$ cat src/rtl/regfile_seq_pkg.sv
// Shared encodings for the register-file command sequencer.
package regfile_seq_pkg;

    localparam int DATA_W = 16;
    localparam int ADDR_W = 3;

    typedef enum logic [1:0] {
        OP_MOVI = 2'b00,
        OP_ADD  = 2'b01,
        OP_AND  = 2'b10,
        OP_MVN  = 2'b11
    } op_e;

    typedef enum logic [2:0] {
        IDLE,
        RDA,
        RDB,
        EXEC,
        WB
    } state_e;

endpackage

$ cat src/rtl/alu16.sv
// Combinational ALU for the sequencer: result plus Z/N/V status.
module alu16 #(
    parameter int W = regfile_seq_pkg::DATA_W
) (
    input  logic [1:0]   op,
    input  logic [W-1:0] a,
    input  logic [W-1:0] b,
    output logic [W-1:0] result,
    output logic         z,
    output logic         n,
    output logic         v
);
    import regfile_seq_pkg::*;

    always_comb begin
        result = '0;
        v      = 1'b0;
        unique case (op)
            OP_ADD: begin
                result = a + b;
                v      = (a[W-1] == b[W-1]) && (result[W-1] != a[W-1]);
            end
            OP_AND:  result = a & b;
            OP_MVN:  result = ~b;
            default: result = '0;
        endcase
        z = (result == '0);
        n = result[W-1];
    end

endmodule

$ cat src/rtl/regfile_sequencer.sv
// Sequences one register-to-register command at a time through the
// register file's single read port, then writes the result back.
module regfile_sequencer #(
    parameter int DATA_W = regfile_seq_pkg::DATA_W,
    parameter int ADDR_W = regfile_seq_pkg::ADDR_W
) (
    input  logic              clk,
    input  logic              reset_n,
    input  logic              cmd_valid,
    output logic              cmd_ready,
    input  logic [1:0]        cmd_op,
    input  logic [ADDR_W-1:0] cmd_rd,
    input  logic [ADDR_W-1:0] cmd_rn,
    input  logic [ADDR_W-1:0] cmd_rm,
    input  logic [DATA_W-1:0] cmd_imm,
    output logic [ADDR_W-1:0] readnum,
    input  logic [DATA_W-1:0] data_out,
    output logic [ADDR_W-1:0] writenum,
    output logic              write,
    output logic [DATA_W-1:0] data_in,
    output logic              done,
    output logic              flag_z,
    output logic              flag_n,
    output logic              flag_v
);
    import regfile_seq_pkg::*;

    state_e            state_q, state_d;
    logic [1:0]        op_q, op_d;
    logic [ADDR_W-1:0] rd_q, rd_d;
    logic [ADDR_W-1:0] rm_q, rm_d;
    logic [DATA_W-1:0] a_q, a_d;
    logic [DATA_W-1:0] b_q, b_d;
    logic [DATA_W-1:0] c_q, c_d;
    logic [ADDR_W-1:0] readnum_q, readnum_d;
    logic [ADDR_W-1:0] writenum_q, writenum_d;
    logic [DATA_W-1:0] data_in_q, data_in_d;
    logic              write_q, write_d;
    logic              done_q, done_d;
    logic              z_q, z_d, n_q, n_d, v_q, v_d;

    logic [DATA_W-1:0] alu_res;
    logic              alu_z, alu_n, alu_v;

    alu16 #(.W(DATA_W)) u_alu (
        .op     (op_q),
        .a      (a_q),
        .b      (b_q),
        .result (alu_res),
        .z      (alu_z),
        .n      (alu_n),
        .v      (alu_v)
    );

    always_comb begin
        state_d    = state_q;
        op_d       = op_q;
        rd_d       = rd_q;
        rm_d       = rm_q;
        a_d        = a_q;
        b_d        = b_q;
        c_d        = c_q;
        readnum_d  = readnum_q;
        writenum_d = writenum_q;
        data_in_d  = data_in_q;
        write_d    = 1'b0;
        done_d     = 1'b0;
        z_d        = z_q;
        n_d        = n_q;
        v_d        = v_q;
        // Port outputs are registered, so each is loaded on the edge
        // that enters the state where it must be valid.
        unique case (state_q)
            IDLE: begin
                if (cmd_valid) begin
                    op_d = cmd_op;
                    rd_d = cmd_rd;
                    rm_d = cmd_rm;
                    unique case (cmd_op)
                        OP_MOVI: begin
                            state_d    = WB;
                            write_d    = 1'b1;
                            writenum_d = cmd_rd;
                            data_in_d  = cmd_imm;
                        end
                        OP_MVN: begin
                            state_d   = RDB;
                            readnum_d = cmd_rm;
                        end
                        default: begin
                            state_d   = RDA;
                            readnum_d = cmd_rn;
                        end
                    endcase
                end
            end
            RDA: begin
                a_d       = data_out;
                readnum_d = rm_q;
                state_d   = RDB;
            end
            RDB: begin
                b_d     = data_out;
                state_d = EXEC;
            end
            EXEC: begin
                c_d        = alu_res;
                z_d        = alu_z;
                n_d        = alu_n;
                v_d        = alu_v;
                write_d    = 1'b1;
                writenum_d = rd_q;
                data_in_d  = alu_res;
                state_d    = WB;
            end
            WB: begin
                done_d  = 1'b1;
                state_d = IDLE;
            end
            default: state_d = IDLE;
        endcase
    end

    always_ff @(posedge clk or negedge reset_n) begin
        if (!reset_n) begin
            state_q    <= IDLE;
            op_q       <= '0;
            rd_q       <= '0;
            rm_q       <= '0;
            a_q        <= '0;
            b_q        <= '0;
            c_q        <= '0;
            readnum_q  <= '0;
            writenum_q <= '0;
            data_in_q  <= '0;
            write_q    <= 1'b0;
            done_q     <= 1'b0;
            z_q        <= 1'b0;
            n_q        <= 1'b0;
            v_q        <= 1'b0;
        end else begin
            state_q    <= state_d;
            op_q       <= op_d;
            rd_q       <= rd_d;
            rm_q       <= rm_d;
            a_q        <= a_d;
            b_q        <= b_d;
            c_q        <= c_d;
            readnum_q  <= readnum_d;
            writenum_q <= writenum_d;
            data_in_q  <= data_in_d;
            write_q    <= write_d;
            done_q     <= done_d;
            z_q        <= z_d;
            n_q        <= n_d;
            v_q        <= v_d;
        end
    end

    assign cmd_ready = (state_q == IDLE);
    assign readnum   = readnum_q;
    assign writenum  = writenum_q;
    assign data_in   = data_in_q;
    assign write     = write_q;
    assign done      = done_q;
    assign flag_z    = z_q;
    assign flag_n    = n_q;
    assign flag_v    = v_q;

endmodule

$ cat config.mk
export PLATFORM = sky130hd
export DESIGN_NAME = regfile_sequencer
export DESIGN_NICKNAME = d
export VERILOG_FILES = /design/src/rtl/regfile_seq_pkg.sv /design/src/rtl/alu16.sv /design/src/rtl/regfile_sequencer.sv
export SDC_FILE = /design/constraint.sdc
export NUM_CORES = 1
export LEC_CHECK = 0
export CELL_PAD_IN_SITES_DETAIL_PLACEMENT = 0
export CELL_PAD_IN_SITES_GLOBAL_PLACEMENT = 1
export CORE_MARGIN = 1.5
export CORE_UTILIZATION = 25
export DETAILED_ROUTE_END_ITERATION = 10
export MAX_ROUTING_LAYER = met4
export PLACE_DENSITY_LB_ADDON = 0.1
export SLEW_MARGIN = 20
export SYNTH_ARGS = -nofsm -noshare
export SYNTH_HDL_FRONTEND = slang
export SYNTH_SLANG_ARGS = --single-unit
export TNS_END_PERCENT = 100
$ cat constraint.sdc
create_clock -name clk -period 2.4 [get_ports clk]
set_clock_uncertainty 0.15 [all_clocks]
set_input_delay 0.72 -clock clk [delete_from_list [all_inputs] [get_ports clk]]
set_output_delay 0.72 -clock clk [all_outputs]
set_load 0.005 [all_outputs]
==> results.tsv, run 1 <==
stage	metric	value	unit
status	status	finished, violations left	
status	failing checks	setup timing	
critical_path	r2r setup slk	-260	ps
synthesis	#FFs+latches synth	70	
routing	Remaining DRCs	0	
cells_and_area	register area	1753	um2
critical_path	R2R cell count	9	
global_route	M2 GR Usage	21.95	%
clock_network	# hold bufs at CTS	0	
routing	drt pass-1 iters	4	
synthesis	sequential area share after synthesis	44.42	%
pwr	Peak VDD IR	0.0004844	V
floorplanning	Initial Utilization	25.75	%
routing	initial drt markers	112	
routing	final wirelength	11150	um
sta	# setup viols final	11	
clock_network	root buffer cell	clkbuf_16	
sta	fin crit period	2665	ps
cells_and_area	Final Cell Area	6035	um2
critical_path	data required time of the worst path	2470	ps
sta	Rel. slew slack	60.61	%
sta	worst setup margin	-264.7	ps
synthesis	Yosys warning count	0	
synthesis	synth unique cells	48	
placement	total placed instance area	5564	um2
critical_path	critical path startpoint	a_q[1]	
placement	Place WS	-415.4	ps
global_route	routing usage on met1	20.58	%
cells_and_area	# diodes	0	
global_route	global-route wire length before repair	18360	um
synthesis	top cell type's share of synthesized area	44.42	%
cells_and_area	Area Overhead vs Synth	53.01	%
critical_path	Arr. time, crit path	2730	ps
critical_path	type of origin of the critical path	register	
synthesis	top cells by area, synth	dfrtp_1, mux2_2, ha_1	
routing	vias	3334	
floorplanning	io pins	74	
cells_and_area	Fillers	1561	
clock_network	CTS Buf Count	9	
sta	fin. max-slew vios	0	
synthesis	Post-synth top cells	dfrtp_1, nand2_1, mux2_2	
synthesis	most common cell in the netlist	dfrtp_1	
clock_network	CTS HTree Levels	3	
clock_network	insertion delay to the later sink of the worst-skew pair	340	ps
floorplanning	Rows	45	
placement	post-DP HPWL	8495	um
synthesis	Syn Inst Count	384	
critical_path	worst r2r dst	data_in[15]	
pwr	Power Density	1701	nW/um2
critical_path	crit path max fanout	3	
routing	vias per cell	4.457	
critical_path	crit path to	data_in[15]	
synthesis	Synth Area per Inst	10.27	um2
routing	average wire per standard cell	14.90	um
cells_and_area	layout cells sized above 1	33.52	%
sta	RSZ-0062 raised after global routing	yes	
synthesis	area of the mapped netlist	3944	um2
global_route	largest net degree at the start of global routing	71	
global_route	grt peak-use layer	met2	
sta	final worst-path cycle share	111.0	%
placement	buffers added on ports	73	
clock_network	CTS tree	yes	
clock_network	CTS max path bufs	2	
global_route	number of global-route vias before repair	3496	
floorplanning	Die Wd	128.6	um
critical_path	Setup CP Type	reg2reg	
global_route	initial antenna violation count	0	
sta	hold slack	253.2	ps
synthesis	syn_nets	450	
synthesis	cell taking the most area after synthesis	dfrtp_1	
global_route	met3 Use GR	2.578	%
floorplanning	die area	16540	um2
critical_path	R2R Path Start	a_q[1]	
clock_network	CTS Sinks	70	
pwr	Leakage Power	0.002565	uW
placement	GPL Wtd Cong	0.8237	
routing	antenna viol nets, final	0	
cells_and_area	fin nets	600	
pwr	Tot Pwr	10260	uW
synthesis	dominant synthesized flop cell	dfrtp_1	
clock_network	Worst-path clk slew	50	ps
synthesis	Post-synth EDFFs	0	
run	max cap viols	0	
worst_hold_path	Hold WC Path Type	in2async	
synthesis	share of flip-flops with an asynchronous set or reset	100.0	%
sta	worst slew pin tran	584.6	ps
sta	FMAX	375.3	MHz
cells_and_area	area occupied by multi-input gates	2307	um2
global_route	Total GRT Usage	15.02	%
sta	Hold Vio Cnt, Final	0	
critical_path	Worst Setup End Kind	register	
global_route	GRT Residual Overflow	0	
floorplanning	total core area	15310	um2
floorplanning	Die H	128.6	um
[critical path: stages, from the launching register on]
cell and delay [ps]:
dfrtp_1 400, ha_1 290, a21o_1 220, a221oi_4 320, o21a_2 270, nor2_4 50
o41ai_4 290, xnor2_2 120, a221oi_2 320, o31ai_1 110
[worst min path at each step]
stage                      startpoint  slack [ps]          end  cells past startpoint
after floorplan               reset_n         270       a_q[0]                      0
after global routing          reset_n         280  writenum[1]                      2
after global placement     data_in[2]         310   data_in[2]                      2
after CTS                     reset_n         270  writenum[1]                      2
after detailed placement  data_in[15]         320  data_in[15]                      2
final                         reset_n         250  writenum[1]                      2
[metrics by stage]
step	utilization, %	TNS, ps	instances
CTS	38.85	-1753	745
global placement	36.33	-2208	726
detailed placement	36.33	-2455	726
finish	39.40	-1530	748
floorplan	-	-321.7	384
global route	39.40	-3438	748
[logic make-up (layout without fill, tap and decap cells)]
group / Yosys count / count (layout) / synth area share [%]
AOI/OAI and AO/OA: 104 / 104 / 17.35
xor gates and xnor gates: 14 / 14 / 3.109
adders and majority gates: 20 / 20 / 6.536
buffers and inverters: 28 / 181 / 2.697
DFF: 70 / 70 / 44.42
muxes: 55 / 55 / 15.20
and+or+nand+nor: 93 / 93 / 10.69
[cells in the final DEF (no fill, tap or decap), types with 4 or more instances in the layout]
cell type and count:
xnor2_1 7, o21ai_0 24, ha_1 15, a21o_1 7, xor2_1 4, or2_2 4
a21oi_1 21, nand2_1 40, clkdlybuf4s50_1 72, clkbuf_16 9, buf_4 83, o21ai_2 4
a22oi_2 4, inv_1 7, mux2i_1 16, dfrtp_1 69, nand3_1 7, o21ai_1 8
nor2_1 24, mux2_2 39
[power breakdown]
group	leakage [uW]	total [uW]	switching, uW	internal (uW)
registers	0.000850	2160	386	1780
clock network	0.000132	1260	471	791
logic	0.00158	6840	3180	3660
total	0.00257	10300	4040	6230
[routing by layer]
metal | vias to the layer above | wire length, um
met2 | 57 | 4844
met1 | 1577 | 5717
met3 | 11 | 385
met5 | - | 0
li1 | 1689 | -
met4 | 0 | 198
[cell type report]
cell class,count,area share [%]
tap,211,4.375
inverter,8,0.4976
multi-input combinational,286,38.23
sequential,70,29.05
clock inverter,2,0.5806
clock buffer,12,3.919
timing repair buffer,159,23.35
[flip-flops by register name (all words and copies together) (netlist names)]
signal,count
a_q,16
b_q,16
data_in,16
done,1
flag_n,1
flag_v,1
flag_z,1
op_q,2
rd_q,3
readnum,3
rm_q,3
state_q,3
write,1
writenum,3
[timing repair]
action / 4_1_cts / 5_1_grt
buffers inserted: 6 / 5
gates resized for setup: 23 / 13
pin swaps: 14 / 14
endpoints found under the hold margin: 0 / 0
cloned: 0 / 0
setup endpoints to repair: 16 / 16
(Power assumes the default switching activity.)
==> inputs of run 2 (changes only) <==
--- a/config.mk
+++ b/config.mk
@@ -12,6 +12,7 @@
 export DETAILED_ROUTE_END_ITERATION = 10
 export MAX_ROUTING_LAYER = met4
 export PLACE_DENSITY_LB_ADDON = 0.1
+export SKIP_CTS_REPAIR_TIMING = 1
 export SLEW_MARGIN = 20
 export SYNTH_ARGS = -nofsm -noshare
 export SYNTH_HDL_FRONTEND = slang
==> run 2 against run 1 <==
Compared with the run above:
- the run still ends with setup timing left
- power up 0.76%
- clock power barely moved
- largest cell class unchanged
- count of clock-buffer cells in the layout is the same
- via count grew 0.27%
- sequential power rose by 2%
- largest power group unchanged
- design area up 0.44%
- critical path depth did not move
==> results.tsv, run 2 (synthesis gave the netlist of run 1 again) <==
stage	metric	value	unit	change
status	status	finished, violations left		
status	failing checks	setup timing		
cells_and_area	register area	1757	um2	+0.21%
placement	total placed instance area	5564	um2	unchanged
cells_and_area	layout cells sized above 1	34.26	%	+0.74 points
routing	vias per cell	4.469		+0.27%
critical_path	crit path max fanout	3		unchanged
placement	buffers added on ports	73		unchanged
sta	FMAX	367.4	MHz	-2.1%
floorplanning	Die Wd	128.6	um	unchanged
cells_and_area	final core occ	39.58	%	+0.17 points
sta	fin crit period	2722	ps	+56.80 ps
cells_and_area	fin nets	600		unchanged
pwr	Power Density	1706	nW/um2	+0.33%
sta	Hold Vio Cnt, Final	0		unchanged
routing	drt pass-1 iters	4		unchanged
routing	average wire per standard cell	15.04	um	+0.92%
floorplanning	Initial Utilization	25.75	%	unchanged
sta	worst slew pin tran	578.2	ps	-6.382 ps
critical_path	R2R Path Start	b_q[1]		
sta	# setup viols final	9		-2
floorplanning	Rows	45		unchanged
routing	antenna viol nets, final	0		unchanged
placement	post-DP HPWL	8495	um	unchanged
pwr	Tot Pwr	10340	uW	+0.76%
clock_network	insertion delay to the later sink of the worst-skew pair	330	ps	about the same
critical_path	critical path's slowest cell	dfrtp_2		
global_route	Total GRT Usage	14.95	%	-0.065 points
placement	Place WS	-415.4	ps	unchanged
critical_path	Arr. time, crit path	2790	ps	+60 ps
placement	GPL Wtd Cong	0.8237		unchanged
cells_and_area	Fillers	1569		+0.51%
clock_network	CTS tree	yes		
global_route	global-route wire length before repair	18290	um	-0.38%
critical_path	cell breakdown of the critical path	ha_4 -> a21o_1 -> a221oi_4 -> o21a_2 -> nor2_2 -> o41ai_4 -> xnor2_2 -> a221oi_2 -> o31ai_1		
clock_network	CTS Sinks	70		unchanged
floorplanning	total core area	15310	um2	unchanged
global_route	initial antenna violation count	0		unchanged
sta	fin. max-slew vios	0		unchanged
routing	Remaining DRCs	0		unchanged
routing	vias	3343		+0.27%
floorplanning	die area	16540	um2	unchanged
global_route	number of global-route vias before repair	3474		-0.63%
sta	RSZ-0062 raised after global routing	yes		
cells_and_area	# diodes	0		unchanged
routing	initial drt markers	147		+31%
run	max cap viols	0		unchanged
cells_and_area	most frequent cells in the layout	buf_4, clkdlybuf4s50_1, dfrtp_1		
clock_network	CTS HTree Levels	3		unchanged
cells_and_area	Final Cell Area	6061	um2	+0.44%
critical_path	worst r2r dst	data_in[15]		
critical_path	Crit path max-delay family	compound AO/OA/AOI/OAI gates		
critical_path	critical path startpoint	b_q[1]		
floorplanning	io pins	74		unchanged
cells_and_area	area occupied by multi-input gates	2320	um2	+0.54%
clock_network	CTS max path bufs	2		unchanged
global_route	GRT Residual Overflow	0		unchanged
sta	final worst-path cycle share	113.4	%	+2.4 points
clock_network	CTS Buf Count	9		unchanged
worst_hold_path	Hold WC Path Type	in2async		
clock_network	root buffer cell	clkbuf_16		
pwr	Leakage Power	0.002576	uW	+0.41%
critical_path	r2r setup slk	-320	ps	-60 ps
critical_path	Worst path depth	9		unchanged
critical_path	CP bufs+invs	0		unchanged
critical_path	crit path to	data_in[15]		
critical_path	data required time of the worst path	2470	ps	about the same
floorplanning	Die H	128.6	um	unchanged
critical_path	Setup CP Type	reg2reg		
clock_network	Worst-path clk slew	50	ps	about the same
global_route	largest net degree at the start of global routing	71		unchanged
sta	worst setup margin	-321.5	ps	-56.80 ps
cells_and_area	Area Overhead vs Synth	53.68	%	
critical_path	CP peak stage delay	440	ps	+40 ps
sta	Final TNS setup	-1571	ps	-41.63 ps
routing	final wirelength	11250	um	+0.92%
pwr	Peak VDD IR	0.0004840	V	about the same
critical_path	R2R cell count	9		unchanged
critical_path	Worst Setup End Kind	register		
critical_path	type of origin of the critical path	register		
sta	Rel. slew slack	61.04	%	+0.43 points
cells_and_area	commonest non-fill, non-tap cell in the layout	buf_4		
[run 2: changes by cell type in the layout (fill, tap and decap cells not counted), sizes merged]
cell,before,now
dlymetal6s2s,0,1
clkdlybuf4s50,72,71
[run 2: routing by layer]
layer / global-route usage [%] / wire length [um]
met1: 20.52 / 5750
met3: 2.620 / 397
met5: - / 0
met2: 21.76 / 4903
met4: 6.147 / 197
[run 2: worst min-delay path by stage]
stage | from | to | slack, ps | cells after the start
final | reset_n | writenum[1] | 250 | 2
after global routing | reset_n | writenum[1] | 280 | 2
after CTS | reset_n | writenum[1] | 270 | 2
after detailed placement | data_in[15] | data_in[15] | 320 | 2
after global placement | data_in[2] | data_in[2] | 310 | 2
after floorplan | reset_n | a_q[0] | 270 | 0
[run 2: power breakdown]
| group | switching, uW | total [uW] | internal [uW] | leakage [uW] |
|---|---|---|---|---|
| Sequential | 417 | 2200 | 1780 | 0.000846 |
| Clock | 471 | 1260 | 791 | 0.000132 |
| Combinational | 3160 | 6880 | 3720 | 0.00160 |
| Total | 4050 | 10300 | 6290 | 0.00258 |
[run 2: through the flow]
| stage | cells | hold WS, ps |
|---|---|---|
| finish | 748 | 254.4 |
| global route | 748 | 284.4 |
| CTS | 740 | 270.0 |
| detailed placement | 726 | 319.5 |
| global placement | 726 | 308.3 |
| floorplan | 384 | 274.4 |
[run 2: cell type report]
| cell class | instances | area share, % |
|---|---|---|
| clock inverter | 2 | 0.5780 |
| timing repair buffer | 159 | 23.41 |
| multi-input combinational | 286 | 38.27 |
| clock buffer | 12 | 3.902 |
| inverter | 8 | 0.4955 |
| sequential | 70 | 28.98 |
| tap | 211 | 4.356 |
[run 2: worst register-to-register path: stages, from the launching register on]
cell	delay [ps]
dfrtp_2	440
ha_4	240
a21o_1	190
a221oi_4	330
o21a_2	210
nor2_2	60
o41ai_4	420
xnor2_2	120
a221oi_2	340
o31ai_1	100
==> inputs of run 3 (changes only) <==
==> constraint.sdc (replaced) <==
create_clock -name clk -period 2.2 [get_ports clk]
set_clock_uncertainty 0.15 [all_clocks]
set_input_delay 0.66 -clock clk [delete_from_list [all_inputs] [get_ports clk]]
set_output_delay 0.66 -clock clk [all_outputs]
set_load 0.005 [all_outputs]
==> run 3 against run 2 <==
Compared with the run above:
- the run still ends with setup timing left
- non-clock buffer count grew 10
- hold slack lost 73 ps
- utilization grew 0.33 points
- sequential power grew 7%
- critical path type unchanged
- largest cell class unchanged
- highest routed layer unchanged
==> results.tsv, run 3 (synthesis gave the netlist of run 1 again) <==
stage	metric	value	unit	change
clock_network	CTS tree	yes		
critical_path	Setup CP Type	reg2reg		
cells_and_area	Area Overhead vs Synth	54.95	%	
cells_and_area	Cell Count, Final, Fillers Out	760		+1.6%
routing	average wire per standard cell	15.11	um	+0.49%
global_route	largest net degree at the start of global routing	71		unchanged
sta	FMAX	381.7	MHz	+3.9%
cells_and_area	commonest non-fill, non-tap cell in the layout	buf_4		
placement	GPL Wtd Cong	0.8512		+3.3%
sta	Final TNS setup	-3940	ps	-2369 ps
floorplanning	io pins	74		unchanged
routing	drt pass-1 iters	4		unchanged
clock_network	CTS Buf Count	9		unchanged
clock_network	CTS Sinks	70		unchanged
routing	vias per cell	4.488		+0.42%
sta	fin crit period	2620	ps	-101.6 ps
placement	post-DP HPWL	8726	um	+2.7%
routing	initial drt markers	101		-31%
floorplanning	Die H	128.6	um	unchanged
global_route	initial antenna violation count	0		unchanged
critical_path	crit path max fanout	3		unchanged
sta	fin. max-slew vios	0		unchanged
floorplanning	Initial Utilization	25.75	%	unchanged
cells_and_area	# diodes	0		unchanged
global_route	GRT Residual Overflow	0		unchanged
run	max cap viols	0		unchanged
clock_network	Worst-path clk slew	60	ps	about the same
sta	RSZ-0062 raised after global routing	yes		
sta	# setup viols final	16		+7
pwr	Power Density	1858	nW/um2	+8.9%
clock_network	insertion delay to the later sink of the worst-skew pair	340	ps	about the same
floorplanning	die area	16540	um2	unchanged
placement	Place WS	-577.8	ps	-162.4 ps
cells_and_area	fin nets	610		+1.7%
status	failing checks	setup timing		
clock_network	root buffer cell	clkbuf_16		
floorplanning	total core area	15310	um2	unchanged
sta	final worst-path cycle share	119.1	%	+5.7 points
routing	antenna viol nets, final	0		unchanged
pwr	Peak VDD IR	0.0005525	V	+14%
critical_path	data required time of the worst path	2270	ps	-200 ps
critical_path	Arr. time, crit path	2690	ps	-100 ps
cells_and_area	Fillers	1549		-1.3%
clock_network	CTS HTree Levels	3		unchanged
sta	worst setup margin	-419.9	ps	-98.44 ps
routing	Remaining DRCs	0		unchanged
status	status	finished, violations left		
pwr	Leakage Power	0.002642	uW	+2.6%
sta	hold slack	181.2	ps	-73.21 ps
critical_path	Worst Setup End Kind	register		
sta	Hold Vio Cnt, Final	0		unchanged
worst_hold_path	Hold WC Path Type	in2async		
floorplanning	Rows	45		unchanged
cells_and_area	most frequent cells in the layout	buf_4, clkdlybuf4s50_1, dfrtp_1		
global_route	Total GRT Usage	15.12	%	+0.16 points
clock_network	CTS max path bufs	2		unchanged
floorplanning	Die Wd	128.6	um	unchanged
routing	final wirelength	11490	um	+2.1%
global_route	number of global-route vias before repair	3564		+2.6%
placement	placed cell count	739		+1.8%
sta	Rel. slew slack	56.89	%	-4.2 points
placement	buffers added on ports	73		unchanged
cells_and_area	layout cells sized above 1	35.15	%	+0.89 points
critical_path	type of origin of the critical path	register		
sta	worst slew pin tran	639.9	ps	+61.66 ps
global_route	global-route wire length before repair	18450	um	+0.87%
routing	vias	3411		+2.0%
run 3: changes by cell type in the layout (fill, tap and decap cells not counted), sizes merged:
cell	delta
buf	+10
bufinv	-1
clkinv	+2
clkinvlp	+1
run 3: layer usage:
| layer | GRT usage [%] | share of wire, % | vias up |
|---|---|---|---|
| met4 | 3.635 | 0.91 | 0 |
| met1 | 20.47 | 50 | 1613 |
| met3 | 4.075 | 4.8 | 8 |
| met5 | - | 0 | - |
| li1 | - | - | 1710 |
| met2 | 22.49 | 44 | 80 |
run 3: worst max-delay path, stage by stage (launching register included):
cell and delay [ps]:
dfrtp_1 410, ha_1 300, a21o_1 220, a221oi_4 290, o21a_2 210, nor2_2 60
o41ai_4 290, xnor2_2 140, a221oi_2 320, o31ai_1 110
run 3: layout make-up:
| type | instances | area [um2] | share of cell area (%) |
|---|---|---|---|
| clock buffers | 12 | 246.5 | 4.034 |
| clock inverters | 4 | 22.52 | 0.3686 |
| inverters | 8 | 30.03 | 0.4914 |
| multi-input cells | 286 | 2306 | 37.74 |
| flip-flops and latches | 70 | 1752 | 28.67 |
| well taps | 211 | 264.0 | 4.320 |
| repair buffers | 169 | 1490 | 24.39 |
run 3: worst paths after layout:
kind	startpoint	endpoint	slack, ps	depth (start not counted)
max reg2reg	a_q[1]	data_in[15]	-420	9
max	a_q[1]	data_in[15]	-420	9
min	reset_n	writenum[0]	180	2
min reg2reg	writenum[2]	writenum[2]	320	2
max in group asynchronous	reset_n	b_q[4]	1410	2
min in group clk	writenum[2]	writenum[2]	320	2
run 3: where the power goes:
part           total (uW)  internal (uW)  switching, uW
clock network        1340            788            550
registers            2350           1930            412
logic                7670           4120           3550
run 3: metrics by stage:
step	util, %	cell area, um2	total power [uW]
detailed placement	36.97	5662	9465
finish	39.90	6111	11360
global route	39.90	6111	12320
CTS	38.73	5931	10860
global placement	36.97	5662	9416
floorplan	-	4011	6209
